$ cat src/rtl/vmask_pkg.sv
// Shared types and helpers for the vcpop.m / vfirst.m mask-reduction sequencer.
package vmask_pkg;

    typedef enum logic [1:0] {
        IDLE = 2'd0,
        RUN  = 2'd1,
        DONE = 2'd2
    } state_t;

    localparam int CHUNK    = 64;
    localparam int VLEN_DEF = 256;
    localparam int NCHUNK   = VLEN_DEF / CHUNK;
    localparam int CNT_W    = $clog2(VLEN_DEF) + 1;
    localparam int IDX_W    = $clog2(VLEN_DEF);

    // Lowest set bit wins; returns 0 for an all-zero vector.
    function automatic logic [5:0] prio_enc64(input logic [63:0] vec);
        logic [5:0] idx;
        idx = 6'd0;
        for (int i = 63; i >= 0; i--) begin
            if (vec[i]) begin
                idx = 6'(i);
            end else begin
                idx = idx;
            end
        end
        return idx;
    endfunction

endpackage

$ cat src/rtl/vmask_popcnt_seq_popcnt64_csa.sv
// 64-input population count: 3:2 carry-save reduction down to two 7-bit vectors, then one add.
module popcnt64_csa
    import vmask_pkg::*;
(
    input  logic [63:0] bits,
    output logic [6:0]  count
);

    localparam int LEVELS = 10;

    logic [6:0] lv [0:LEVELS][0:63];
    logic [6:0] sum_vec;
    logic [6:0] carry_vec;

    function automatic logic [6:0] csa_sum(input logic [6:0] a, input logic [6:0] b,
                                           input logic [6:0] c);
        return a ^ b ^ c;
    endfunction

    // Carry vector wraps mod 128; the true total never exceeds 64 so the final add is exact.
    function automatic logic [6:0] csa_carry(input logic [6:0] a, input logic [6:0] b,
                                             input logic [6:0] c);
        logic [6:0] maj;
        maj = (a & b) | (a & c) | (b & c);
        return {maj[5:0], 1'b0};
    endfunction

    // Reduction tree: each level compresses groups of three operands into two.
    always_comb begin
        int n;
        int m;
        for (int l = 0; l <= LEVELS; l++) begin
            for (int j = 0; j < 64; j++) begin
                lv[l][j] = 7'd0;
            end
        end
        for (int j = 0; j < 64; j++) begin
            lv[0][j] = {6'd0, bits[j]};
        end
        n = 64;
        for (int l = 0; l < LEVELS; l++) begin
            m = 0;
            for (int g = 0; g < 22; g++) begin
                if (3 * g + 2 < n) begin
                    lv[l + 1][m]     = csa_sum(lv[l][3 * g], lv[l][3 * g + 1], lv[l][3 * g + 2]);
                    lv[l + 1][m + 1] = csa_carry(lv[l][3 * g], lv[l][3 * g + 1], lv[l][3 * g + 2]);
                    m = m + 2;
                end else if (3 * g < n) begin
                    for (int r = 0; r < 2; r++) begin
                        if (3 * g + r < n) begin
                            lv[l + 1][m] = lv[l][3 * g + r];
                            m = m + 1;
                        end else begin
                            m = m;
                        end
                    end
                end else begin
                    m = m;
                end
            end
            n = m;
        end
        sum_vec   = lv[LEVELS][0];
        carry_vec = lv[LEVELS][1];
    end

    assign count = sum_vec + carry_vec;

endmodule

$ cat src/rtl/vmask_popcnt_seq.sv
// vcpop.m / vfirst.m sequencer: latches the gated mask, walks it one 64-bit chunk per cycle.
module vmask_popcnt_seq
    import vmask_pkg::*;
#(
    parameter int VLEN = 256
) (
    input  logic                      clk,
    input  logic                      rst,
    input  logic                      valid_i,
    output logic                      ready_o,
    input  logic [VLEN-1:0]           mask_i,
    input  logic [VLEN-1:0]           v0_i,
    input  logic                      vm_i,
    input  logic [$clog2(VLEN):0]     vl_i,
    input  logic                      kill_i,
    output logic                      valid_o,
    input  logic                      ready_i,
    output logic [$clog2(VLEN):0]     count_o,
    output logic                      first_found_o,
    output logic [$clog2(VLEN)-1:0]   first_idx_o
);

    localparam int NCH      = VLEN / CHUNK;
    localparam int CNT_BITS = $clog2(VLEN) + 1;
    localparam int IDX_BITS = $clog2(VLEN);
    localparam int K_BITS   = (NCH > 1) ? $clog2(NCH) : 1;

    state_t              state_r;
    logic [VLEN-1:0]     eff_r;
    logic [K_BITS-1:0]   k_r;
    logic [K_BITS-1:0]   last_r;

    logic [CNT_BITS-1:0] vl_eff_s;
    logic [CNT_BITS-1:0] vl_m1_s;
    logic [VLEN-1:0]     eff_s;
    logic [K_BITS-1:0]   last_s;
    logic                vl_zero_s;
    logic [63:0]         chunk_s;
    logic [6:0]          chunk_cnt_s;
    logic [5:0]          chunk_lsb_s;

    // Clamp vl, gate the source mask with v0 and the tail, and find the final chunk index.
    always_comb begin
        eff_s    = '0;
        vl_eff_s = (vl_i > CNT_BITS'(VLEN)) ? CNT_BITS'(VLEN) : vl_i;
        vl_m1_s  = vl_eff_s - CNT_BITS'(1);
        for (int i = 0; i < VLEN; i++) begin
            eff_s[i] = mask_i[i] & (vm_i | v0_i[i]) & (CNT_BITS'(i) < vl_eff_s);
        end
        if (vl_eff_s == CNT_BITS'(0)) begin
            vl_zero_s = 1'b1;
            last_s    = '0;
        end else begin
            vl_zero_s = 1'b0;
            last_s    = K_BITS'(vl_m1_s >> 6);
        end
    end

    // The stored mask is shifted down each RUN cycle, so the live chunk is always the low 64 bits.
    assign chunk_s     = eff_r[63:0];
    assign chunk_lsb_s = prio_enc64(chunk_s);

    popcnt64_csa u_popcnt (
        .bits  (chunk_s),
        .count (chunk_cnt_s)
    );

    // Sequencer FSM with registered handshake and result outputs.
    always_ff @(posedge clk or posedge rst) begin
        if (rst) begin
            state_r       <= IDLE;
            ready_o       <= 1'b1;
            valid_o       <= 1'b0;
            count_o       <= '0;
            first_found_o <= 1'b0;
            first_idx_o   <= '0;
            k_r           <= '0;
            last_r        <= '0;
            eff_r         <= '0;
        end else if (kill_i) begin
            state_r       <= IDLE;
            ready_o       <= 1'b1;
            valid_o       <= 1'b0;
            count_o       <= '0;
            first_found_o <= 1'b0;
            first_idx_o   <= '0;
            k_r           <= '0;
        end else begin
            case (state_r)
                IDLE: begin
                    if (valid_i && ready_o) begin
                        eff_r         <= eff_s;
                        last_r        <= last_s;
                        count_o       <= '0;
                        first_found_o <= 1'b0;
                        first_idx_o   <= '0;
                        k_r           <= '0;
                        ready_o       <= 1'b0;
                        state_r       <= vl_zero_s ? DONE : RUN;
                    end else begin
                        ready_o <= 1'b1;
                    end
                end
                RUN: begin
                    count_o <= count_o + CNT_BITS'(chunk_cnt_s);
                    if (!first_found_o && (chunk_s != 64'd0)) begin
                        first_found_o <= 1'b1;
                        first_idx_o   <= IDX_BITS'({k_r, chunk_lsb_s});
                    end else begin
                        first_found_o <= first_found_o;
                    end
                    eff_r <= eff_r >> CHUNK;
                    k_r   <= k_r + K_BITS'(1);
                    if (k_r == last_r) begin
                        state_r <= DONE;
                        valid_o <= 1'b1;
                    end else begin
                        state_r <= RUN;
                    end
                end
                DONE: begin
                    // Entered with valid_o low only from a vl=0 accept; raise it one cycle later.
                    if (!valid_o) begin
                        valid_o <= 1'b1;
                    end else if (ready_i) begin
                        valid_o <= 1'b0;
                        ready_o <= 1'b1;
                        state_r <= IDLE;
                    end else begin
                        valid_o <= 1'b1;
                    end
                end
                default: begin
                    state_r <= IDLE;
                    ready_o <= 1'b1;
                    valid_o <= 1'b0;
                end
            endcase
        end
    end

endmodule

$ cat config.mk
export PLATFORM = sky130hd
export DESIGN_NAME = vmask_popcnt_seq
export DESIGN_NICKNAME = d
export VERILOG_FILES = /design/src/rtl/vmask_pkg.sv /design/src/rtl/vmask_popcnt_seq_popcnt64_csa.sv /design/src/rtl/vmask_popcnt_seq.sv
export SDC_FILE = /design/constraint.sdc
export NUM_CORES = 1
export LEC_CHECK = 0
export BUFFER_PORTS_ARGS = -buffer_cell sky130_fd_sc_hd__buf_2
export CAP_MARGIN = 15
export CORE_AREA = 8 8 208 210
export DETAILED_ROUTE_END_ITERATION = 8
export DIE_AREA = 0 0 216 218
export PLACE_DENSITY_LB_ADDON = 0.15
export REMOVE_ABC_BUFFERS = 1
export SLEW_MARGIN = 20
export SYNTH_ARGS = -nofsm -noshare
export SYNTH_HDL_FRONTEND = slang
export SYNTH_SLANG_ARGS = --single-unit
$ cat constraint.sdc
create_clock -name clk -period 15.2 [get_ports clk]
set_input_delay 1.52 -clock clk [delete_from_list [all_inputs] [get_ports clk]]
set_output_delay 1.52 -clock clk [all_outputs]
set_load 0.01 [all_outputs]
==> summary.md, run 1 <==
| Metric | Value |
|---|---|
| Synth Register Bits | 282 |
| Slew Limit Fails | 0 |
| Boundary Pins | 547 |
| PortBufs | roughly 550 |
| Least-Margin Pin Slew | roughly 1.3 ns |
| Synth async-reset ratio | between 90% and 100% |
| Detailed Route WL | 90.8 mm |
| Min Clock Period, post-route | between 7 and 8 ns |
| Unrepaired setup endpoints after global routing | false |
| Top-area cell type share of the netlist area | 36.8% |
| Max-cap violation count | 0 |
| Simple-Gate Fraction of Synth Area | 14.8% |
| Final HPWL DP | 69.1 mm |
| TritonCTS clock tree | done |
| Clock transition at path regs | 0.06 ns |
| Root Buffer | clkbuf_16 |
| Post-synthesis cell area | around 19000 um^2 |
| Min-delay worst type | reg2reg |
| PostCTS Resize Cnt | 0 |
| Worst Clk Skew | 0.0192 ns |
| Via/cell ratio | 6.35 |
| Worst slew margin | 16.0% |
| Core Box Area | 40200 um^2 |
| DRT Pass-1 Iters | 8 |
| Final hold viol count | 0 |
| Most used DFF post-synth | dfrtp_1 |
| Die width | 216 um |
| Postcts setup bufs | 0 |
| Vias in the first global route | 20900 |
| Worst-case clock buffer depth | 3 |
| Drt wl/cell | 27.5 um |
| Min-delay src | eff_r[247]$_DFFE_PP0P_ |
| Final nets | about 3400 |
| Synthesis warning total | 0 |
| Fmax | approximately 140 MHz |
| Synth Area in Compound Gates | 30.9% |
| CTS buffer count | 35 |
| Initial antenna violation count | 4 |
| Worst skew pair latency | 0.56 ns |
| Area grow syn2layout | 21.6% |
| Synth top area cells | dfrtp_1 37%, o21ai_0 11%, a21oi_1 5.8%, fa_1 5.8%, nand2_1 5.4% |
| Mean cell area of the mapped netlist | 8.28 um^2 |
| Worst Setup SP | eff_r[3]$_DFFE_PP0P_ |
| Total number of vias | 21000 |
| Setup crit start kind | flip-flop |
| Outcome | complete, no violations |
| Post-synth top cells | 409 x o21ai_0, 281 x dfrtp_1, 276 x nand2_1 |
| Antenna-violating nets left | 0 |
| GP Congestion | 0.978 |
| Rows | 74 |
| H-Tree Depth | 2 |
| DRC Markers | 0 |
| GRT Resource Usage Total | about 37% |
| Setup crit end kind | flip-flop |
| Cells after Synth | 2306 |
| First-pass GRT wire length | 132 mm |
| Worst-path maximum fanout | 6 |
| Clock Sinks | about 280 |
| Largest family of logic cells by synthesized area | compound AO/OA/AOI/OAI gates |
| WP data arrival | 7.70 ns |
| DR iter-0 viols | 2798 |
| CTS Hold Bufs | 0 |
| Initial Util | 47.5% |
| Most numerous cell in the Yosys netlist | o21ai_0 |
| R2r startpoint | eff_r[3]$_DFFE_PP0P_ |
| XOR/XNOR share of the synthesized area | 0.459% |
| Register area share after synthesis | 37.0% |
| Cell taking the most area after synthesis | dfrtp_1 |
| Final TNS setup | 0 ns |
| Final setup viols | 0 |
| Post-synthesis adder-cell area fraction | 11.1% |
| Share of layout cells above drive strength 1 | 23.7% |
| DIE AREA | 47100 um^2 |
| Die H | 218 um |
| Largest net degree at the start of global routing | 205 |
| Yosys cell types | 81 |
| Worst endpoint required time | around 16 ns |
| EDFF count, synth | 0 |
| CP Class | reg2reg |
| Total congestion overflow | 0 |
| Mux cell area share after synthesis | 0.111% |
| Crit share post-route | 47.6% |
-- cell families (layout without fill, tap and decap cells) --
group	count (synthesis)	count (layout)
fa+ha+maj	136	136
other cells	0	3
compound gates	983	983
mux	2	2
simple gates	634	634
xor+xnor	10	10
buf+inv	259	722
flops	282	282
-- cell type report --
class / count / area, um^2
tap: 532 / 666
multi-input combinational: 1765 / 11000
clock inverter: 10 / 143
antenna: 3 / 7.51
fill: 3840 / 17000
clock buffer: 52 / 1050
inverter: 92 / 353
sequential: 282 / 7060
timing repair buffer: 568 / 2930
-- critical path, stage by stage, from the launching register on --
cell and delay (ns):
dfrtp_1 0.46, fa_1 0.45, ha_1 0.29, inv_1 0.05
fa_1 0.47, inv_1 0.05, fa_1 0.42, inv_1 0.09
fa_1 0.46, fa_1 0.53, fa_1 0.54, inv_1 0.05
fa_1 0.44, fa_1 0.46, ha_1 0.31, ha_1 0.34
a31oi_1 0.25, xnor2_1 0.10, ha_1 0.33, a21boi_0 0.35
o31ai_1 0.17, a2111o_1 0.44, o211ai_1 0.09
-- layer usage --
metal	vias to the layer above	part of all wire, %	GRT usage (%)
li1	9297	-	-
met1	10200	39	48.6
met2	1256	46	58.9
met3	246	9.7	7.99
met4	2	4.5	16.1
met5	-	0.024	0
-- registers in the layout (all words and copies together), names as in the netlist --
signal	flops
k_r	2
last_r	2
ready_o	1
state_r	2
first_idx_o	8
eff_r	256
valid_o	1
count_o	9
first_found_o	1
-- stage by stage --
stage | instances | setup WS (ns) | instance area, um^2 | hold slack [ns] | utilization (%)
5_1_grt | 3303 | 7.66 | 23200 | 0.485 | 57.8
2_1_floorplan | 2139 | 5.02 | 18400 | 0.439 | -
6_report | 3304 | 7.96 | 23200 | 0.478 | 57.8
3_5_place_dp | 3239 | 8.01 | 22000 | 0.458 | 54.8
3_3_place_gp | 3239 | 8.16 | 22000 | 0.452 | 54.8
4_1_cts | 3301 | 7.97 | 23200 | 0.473 | 57.7
-- placed cells by master, fill, tap and decap left out, types with 35 or more instances in the layout --
cell       instances
buf_2            545
o21ai_0          408
dfrtp_1          281
nand2_1          276
a21oi_1          220
nor2_1           180
a211oi_1         115
inv_1             90
ha_1              80
fa_1              55
nor3_1            42
clkbuf_16         36
o211ai_1          35
-- path summary, 6_finish.rpt --
check | depth (start not counted) | end | slack [ns]
setup / recovery | 22 | count_o[8]$_DFFE_PP0P_ | 7.96
min in group asynchronous | 2 | eff_r[139]$_DFFE_PP0P_ | 1.16
max in group asynchronous | 3 | eff_r[177]$_DFFE_PP0P_ | 12.57
hold reg to reg | 2 | eff_r[247]$_DFFE_PP0P_ | 0.48
setup reg to reg | 22 | count_o[8]$_DFFE_PP0P_ | 7.96
hold / removal | 2 | eff_r[247]$_DFFE_PP0P_ | 0.48
Power of run 1 is not shown: default switching activity piles up to over one toggle a cycle in this logic, so the estimate is an artifact.
==> run 2, diff against run 1 <==
--- a/config.mk
+++ b/config.mk
@@ -5,11 +5,12 @@
 export SDC_FILE = /design/constraint.sdc
 export NUM_CORES = 1
 export LEC_CHECK = 0
+export ABC_AREA = 1
 export BUFFER_PORTS_ARGS = -buffer_cell sky130_fd_sc_hd__buf_2
 export CAP_MARGIN = 15
-export CORE_AREA = 8 8 208 210
+export CORE_AREA = 8 8 205 207
 export DETAILED_ROUTE_END_ITERATION = 8
-export DIE_AREA = 0 0 216 218
+export DIE_AREA = 0 0 213 215
 export PLACE_DENSITY_LB_ADDON = 0.15
 export REMOVE_ABC_BUFFERS = 1
 export SLEW_MARGIN = 20
==> constraint.sdc (replaced) <==
create_clock -name clk -period 6.7 [get_ports clk]
set_input_delay 0.67 -clock clk [delete_from_list [all_inputs] [get_ports clk]]
set_output_delay 0.67 -clock clk [all_outputs]
set_load 0.01 [all_outputs]
==> run 2 against run 1 <==
Synthesized area decreased by 0.41%. Synthesized cell count increased by 4.1%. First-iteration DRC count increased by 3.8%. Non-clock buffer count increased by 22. Critical endpoint unchanged. The run now ends with design-rule violations, negative setup slack left.
==> summary.md, run 2 <==
| Metric | Value |
|---|---|
| TritonCTS clock tree | done |
| Clock Sinks | 282 (unchanged) |
| Die H | 215 um (-1.4%) |
| Post-synthesis cell area | 19000 um^2 (-0.41%) |
| Multi-input logic area | 10700 um^2 (-2.7%) |
| Area grow syn2layout | 24.3% |
| Synth async-reset ratio | 100% (unchanged) |
| DRC Markers | 4 (+4) |
| Setup crit start kind | flip-flop |
| R2r setup slk | -0.02 ns (-7.98 ns) |
| WP data arrival | 7.12 ns (-0.58 ns) |
| CTS buffer count | 35 (unchanged) |
| Boundary Pins | 547 (unchanged) |
| Cells after Synth | 2401 (+4.1%) |
| Mux cell area share after synthesis | 0% (-0.11 points) |
| Largest family of logic cells by synthesized area | compound AO/OA/AOI/OAI gates |
| Unrepaired setup endpoints after global routing | true |
| Clock transition at path regs | 0.06 ns (about the same) |
| Worst slew margin | 20.6% (+4.6 points) |
| Initial antenna violation count | 7 (+3) |
| R2r startpoint | eff_r[3]$_DFFE_PP0P_ |
| Detailed Route WL | 94.6 mm (+4.2%) |
| Die width | 213 um (-1.4%) |
| Worst Clk Skew | 0.0345 ns (+0.0152 ns) |
| Worst r2r dst | count_o[8]$_DFFE_PP0P_ |
| Min Clock Period, post-route | 6.72 ns (-0.521 ns) |
| Most numerous cell in the Yosys netlist | nor2_1 |
| Yosys cell types | 43 (-47%) |
| Slew Limit Fails | 0 (unchanged) |
| XOR/XNOR share of the synthesized area | 0.369% (-0.090 points) |
| Most used DFF post-synth | dfrtp_1 |
| PortBufs | 546 (unchanged) |
| First-pass GRT wire length | 138 mm (+4.1%) |
| Total congestion overflow | 0 (unchanged) |
| Crit share post-route | 100% (+53 points) |
| Worst-path maximum fanout | 3 (-3) |
| Antenna-violating nets left | 0 (unchanged) |
| Final hold viol count | 0 (unchanged) |
| DR iter-0 viols | 2903 (+3.8%) |
| GRT Resource Usage Total | 40.2% (+3.1 points) |
| Root Buffer | clkbuf_16 |
| Cells after DPL | 3367 (+4.0%) |
| Reg with most FFs | eff_r |
| Least-Margin Pin Slew | 1.19 ns (-0.0639 ns) |
| Non-filler cells, final | 3437 (+4.0%) |
| Final nets | 3548 (+4.1%) |
| Final HPWL DP | 72.3 mm (+4.6%) |
| Mean cell area of the mapped netlist | 7.92 um^2 (-4.4%) |
| Initial Util | 48.7% (+1.2 points) |
| Worst skew pair latency | 0.56 ns (about the same) |
| Via/cell ratio | 6.33 (-0.22%) |
| Total number of vias | 21800 (+3.8%) |
| DIE AREA | 45800 um^2 (-2.7%) |
| Top-area cell type share of the netlist area | 37.0% (+0.15 points) |
| Simple-Gate Fraction of Synth Area | 14.5% (-0.33 points) |
| Rows | 73 (-1.4%) |
| Outcome | complete, but fails checks |
| Synthesis warning total | 0 (unchanged) |
| Filler cells | 3692 (-3.9%) |
| Share of layout cells above drive strength 1 | 26.2% (+2.5 points) |
| Min-delay worst type | in2async |
| CP Class | reg2reg |
| Drt wl/cell | 27.5 um (+0.17%) |
| Post-synthesis adder-cell area fraction | 11.1% (+0.046 points) |
| Worst-case clock buffer depth | 3 (unchanged) |
| DRT Pass-1 Iters | 9 (+1) |
| Core Box Area | 39000 um^2 (-2.9%) |
| H-Tree Depth | 2 (unchanged) |
| Max-cap violation count | 0 (unchanged) |
| EDFF count, synth | 0 (unchanged) |
| CTS Hold Bufs | 0 (unchanged) |
| Commonest non-fill, non-tap cell in the layout | buf_2 |
| Failing checks | design-rule violations, negative setup slack |
| Largest register FFs | 256 (unchanged) |
| Fmax | 149 MHz (+7.8%) |
| Final setup viols | 1 (+1) |
| Synth Area in Compound Gates | 29.3% (-1.6 points) |
| Setup crit end kind | flip-flop |
| GP Congestion | 0.992 (+1.4%) |
| Register area share after synthesis | 37.1% (+0.15 points) |
| Final WS setup | -0.0173 ns (-7.98 ns) |
| Post-synth top cells | 387 x nor2_1, 356 x a21oi_1, 281 x dfrtp_1 |
| Reg2Reg Depth | 26 (+18%) |
| Synth Register Bits | 282 (unchanged) |
| Largest net degree at the start of global routing | 155 (-24%) |
| Regs by FF count | eff_r x256, count_o x9, first_idx_o x8 |
| Worst endpoint required time | 7.11 ns (-8.55 ns) |
| Most frequent cells in the layout | 545 x buf_2, 381 x nor2_1, 355 x a21oi_1 |
| Cell taking the most area after synthesis | dfrtp_1 |
| Synth top area cells | dfrtp_1 37%, a21oi_1 9.4%, nor2_1 7.6%, o2111ai_1 7.1%, fa_1 5.8% |
| Register area | 7060 um^2 (unchanged) |
| Vias in the first global route | 21800 (+4.3%) |
[run 2: changes by cell type after synthesis, sizes merged, moves of 31 or more]
cell     before  now
nor2        186  388
a22oi         4   56
a211oi      115    5
buf          62    7
o221ai       32    1
inv          92  233
clkbuf      105  136
nor3         43   11
o2111ai      16  155
o21ai       418  163
a21oi       220  356
[run 2: stage by stage]
step / util, % / setup WS [ns] / cell area (um^2) / hold slack (ns) / TNS (ns)
after floorplan: - / -11.94 / 18500 / 0.447 / -3396.51
after global placement: 57.0 / -0.259 / 22200 / 0.459 / -0.481
after detailed placement: 57.0 / -0.376 / 22200 / 0.463 / -0.813
after CTS: 60.4 / -0.0814 / 23500 / 0.241 / -0.0814
after global routing: 60.6 / -0.223 / 23600 / 0.258 / -0.493
final: 60.6 / -0.0173 / 23600 / 0.200 / -0.0173
[run 2: area by class of cell]
type                       count  share of cell area (%)
inverter                     240                    3.91
timing repair buffer         590                    13.1
antenna                        4                  0.0424
tap                          525                    2.78
sequential                   282                    29.9
multi-input combinational   1736                    45.3
clock buffer                  50                    4.33
clock inverter                10                   0.609
[run 2: logic make-up after synthesis]
group,Yosys count
DFF,282
buffers and inverters,383
adders and majority gates,136
and+or+nand+nor,708
xor gates and xnor gates,8
AOI/OAI and AO/OA,884
[run 2: critical path: stages, from the launching register on]
cell	delay, ns
dfrtp_1	0.40
fa_2	0.60
ha_4	0.13
inv_2	0.03
fa_1	0.44
inv_2	0.08
fa_2	0.44
fa_2	0.35
inv_2	0.07
fa_2	0.45
fa_1	0.56
inv_2	0.05
fa_2	0.36
fa_1	0.59
ha_4	0.22
ha_4	0.25
xor2_1	0.16
ha_1	0.31
buf_6	0.14
a211oi_4	0.23
nor2_2	0.06
nor2_1	0.13
nor2_2	0.07
o21ai_2	0.16
a21oi_2	0.08
a21oi_1	0.17
nor3_2	0.06
[run 2: worst max-delay path by stage]
stage	from	endpoint	slack, ns	cells past startpoint
floorplan	state_r[1]$_DFFE_PP0P_	eff_r[216]$_DFFE_PP0P_	-11.94	12
global placement	eff_r[0]$_DFFE_PP0P_	count_o[8]$_DFFE_PP0P_	-0.26	27
detailed placement	eff_r[0]$_DFFE_PP0P_	count_o[8]$_DFFE_PP0P_	-0.38	27
CTS	eff_r[32]$_DFFE_PP0P_	count_o[8]$_DFFE_PP0P_	-0.08	26
global route	eff_r[8]$_DFFE_PP0P_	count_o[7]$_DFFE_PP0P_	-0.22	29
finish	eff_r[3]$_DFFE_PP0P_	count_o[8]$_DFFE_PP0P_	-0.02	26
[run 2: per-layer routing]
metal / vias up / share of wire [%] / wire, um / global-route usage (%)
met4: 4 / 5.7 / 5370 / 20.4
met5: - / 0.022 / 21 / 0
met1: 10400 / 38 / 35800 / 52.2
li1: 9458 / - / - / -
met3: 305 / 11 / 10800 / 10.4
met2: 1588 / 45 / 42600 / 61.2
[run 2: what timing repair did]
action,4_1_cts,5_1_grt
pin swaps,36,20
gates resized for setup,34,17
buffers inserted,5,2
setup endpoints to repair,4,3
Power of run 2 is left out for the same reason.
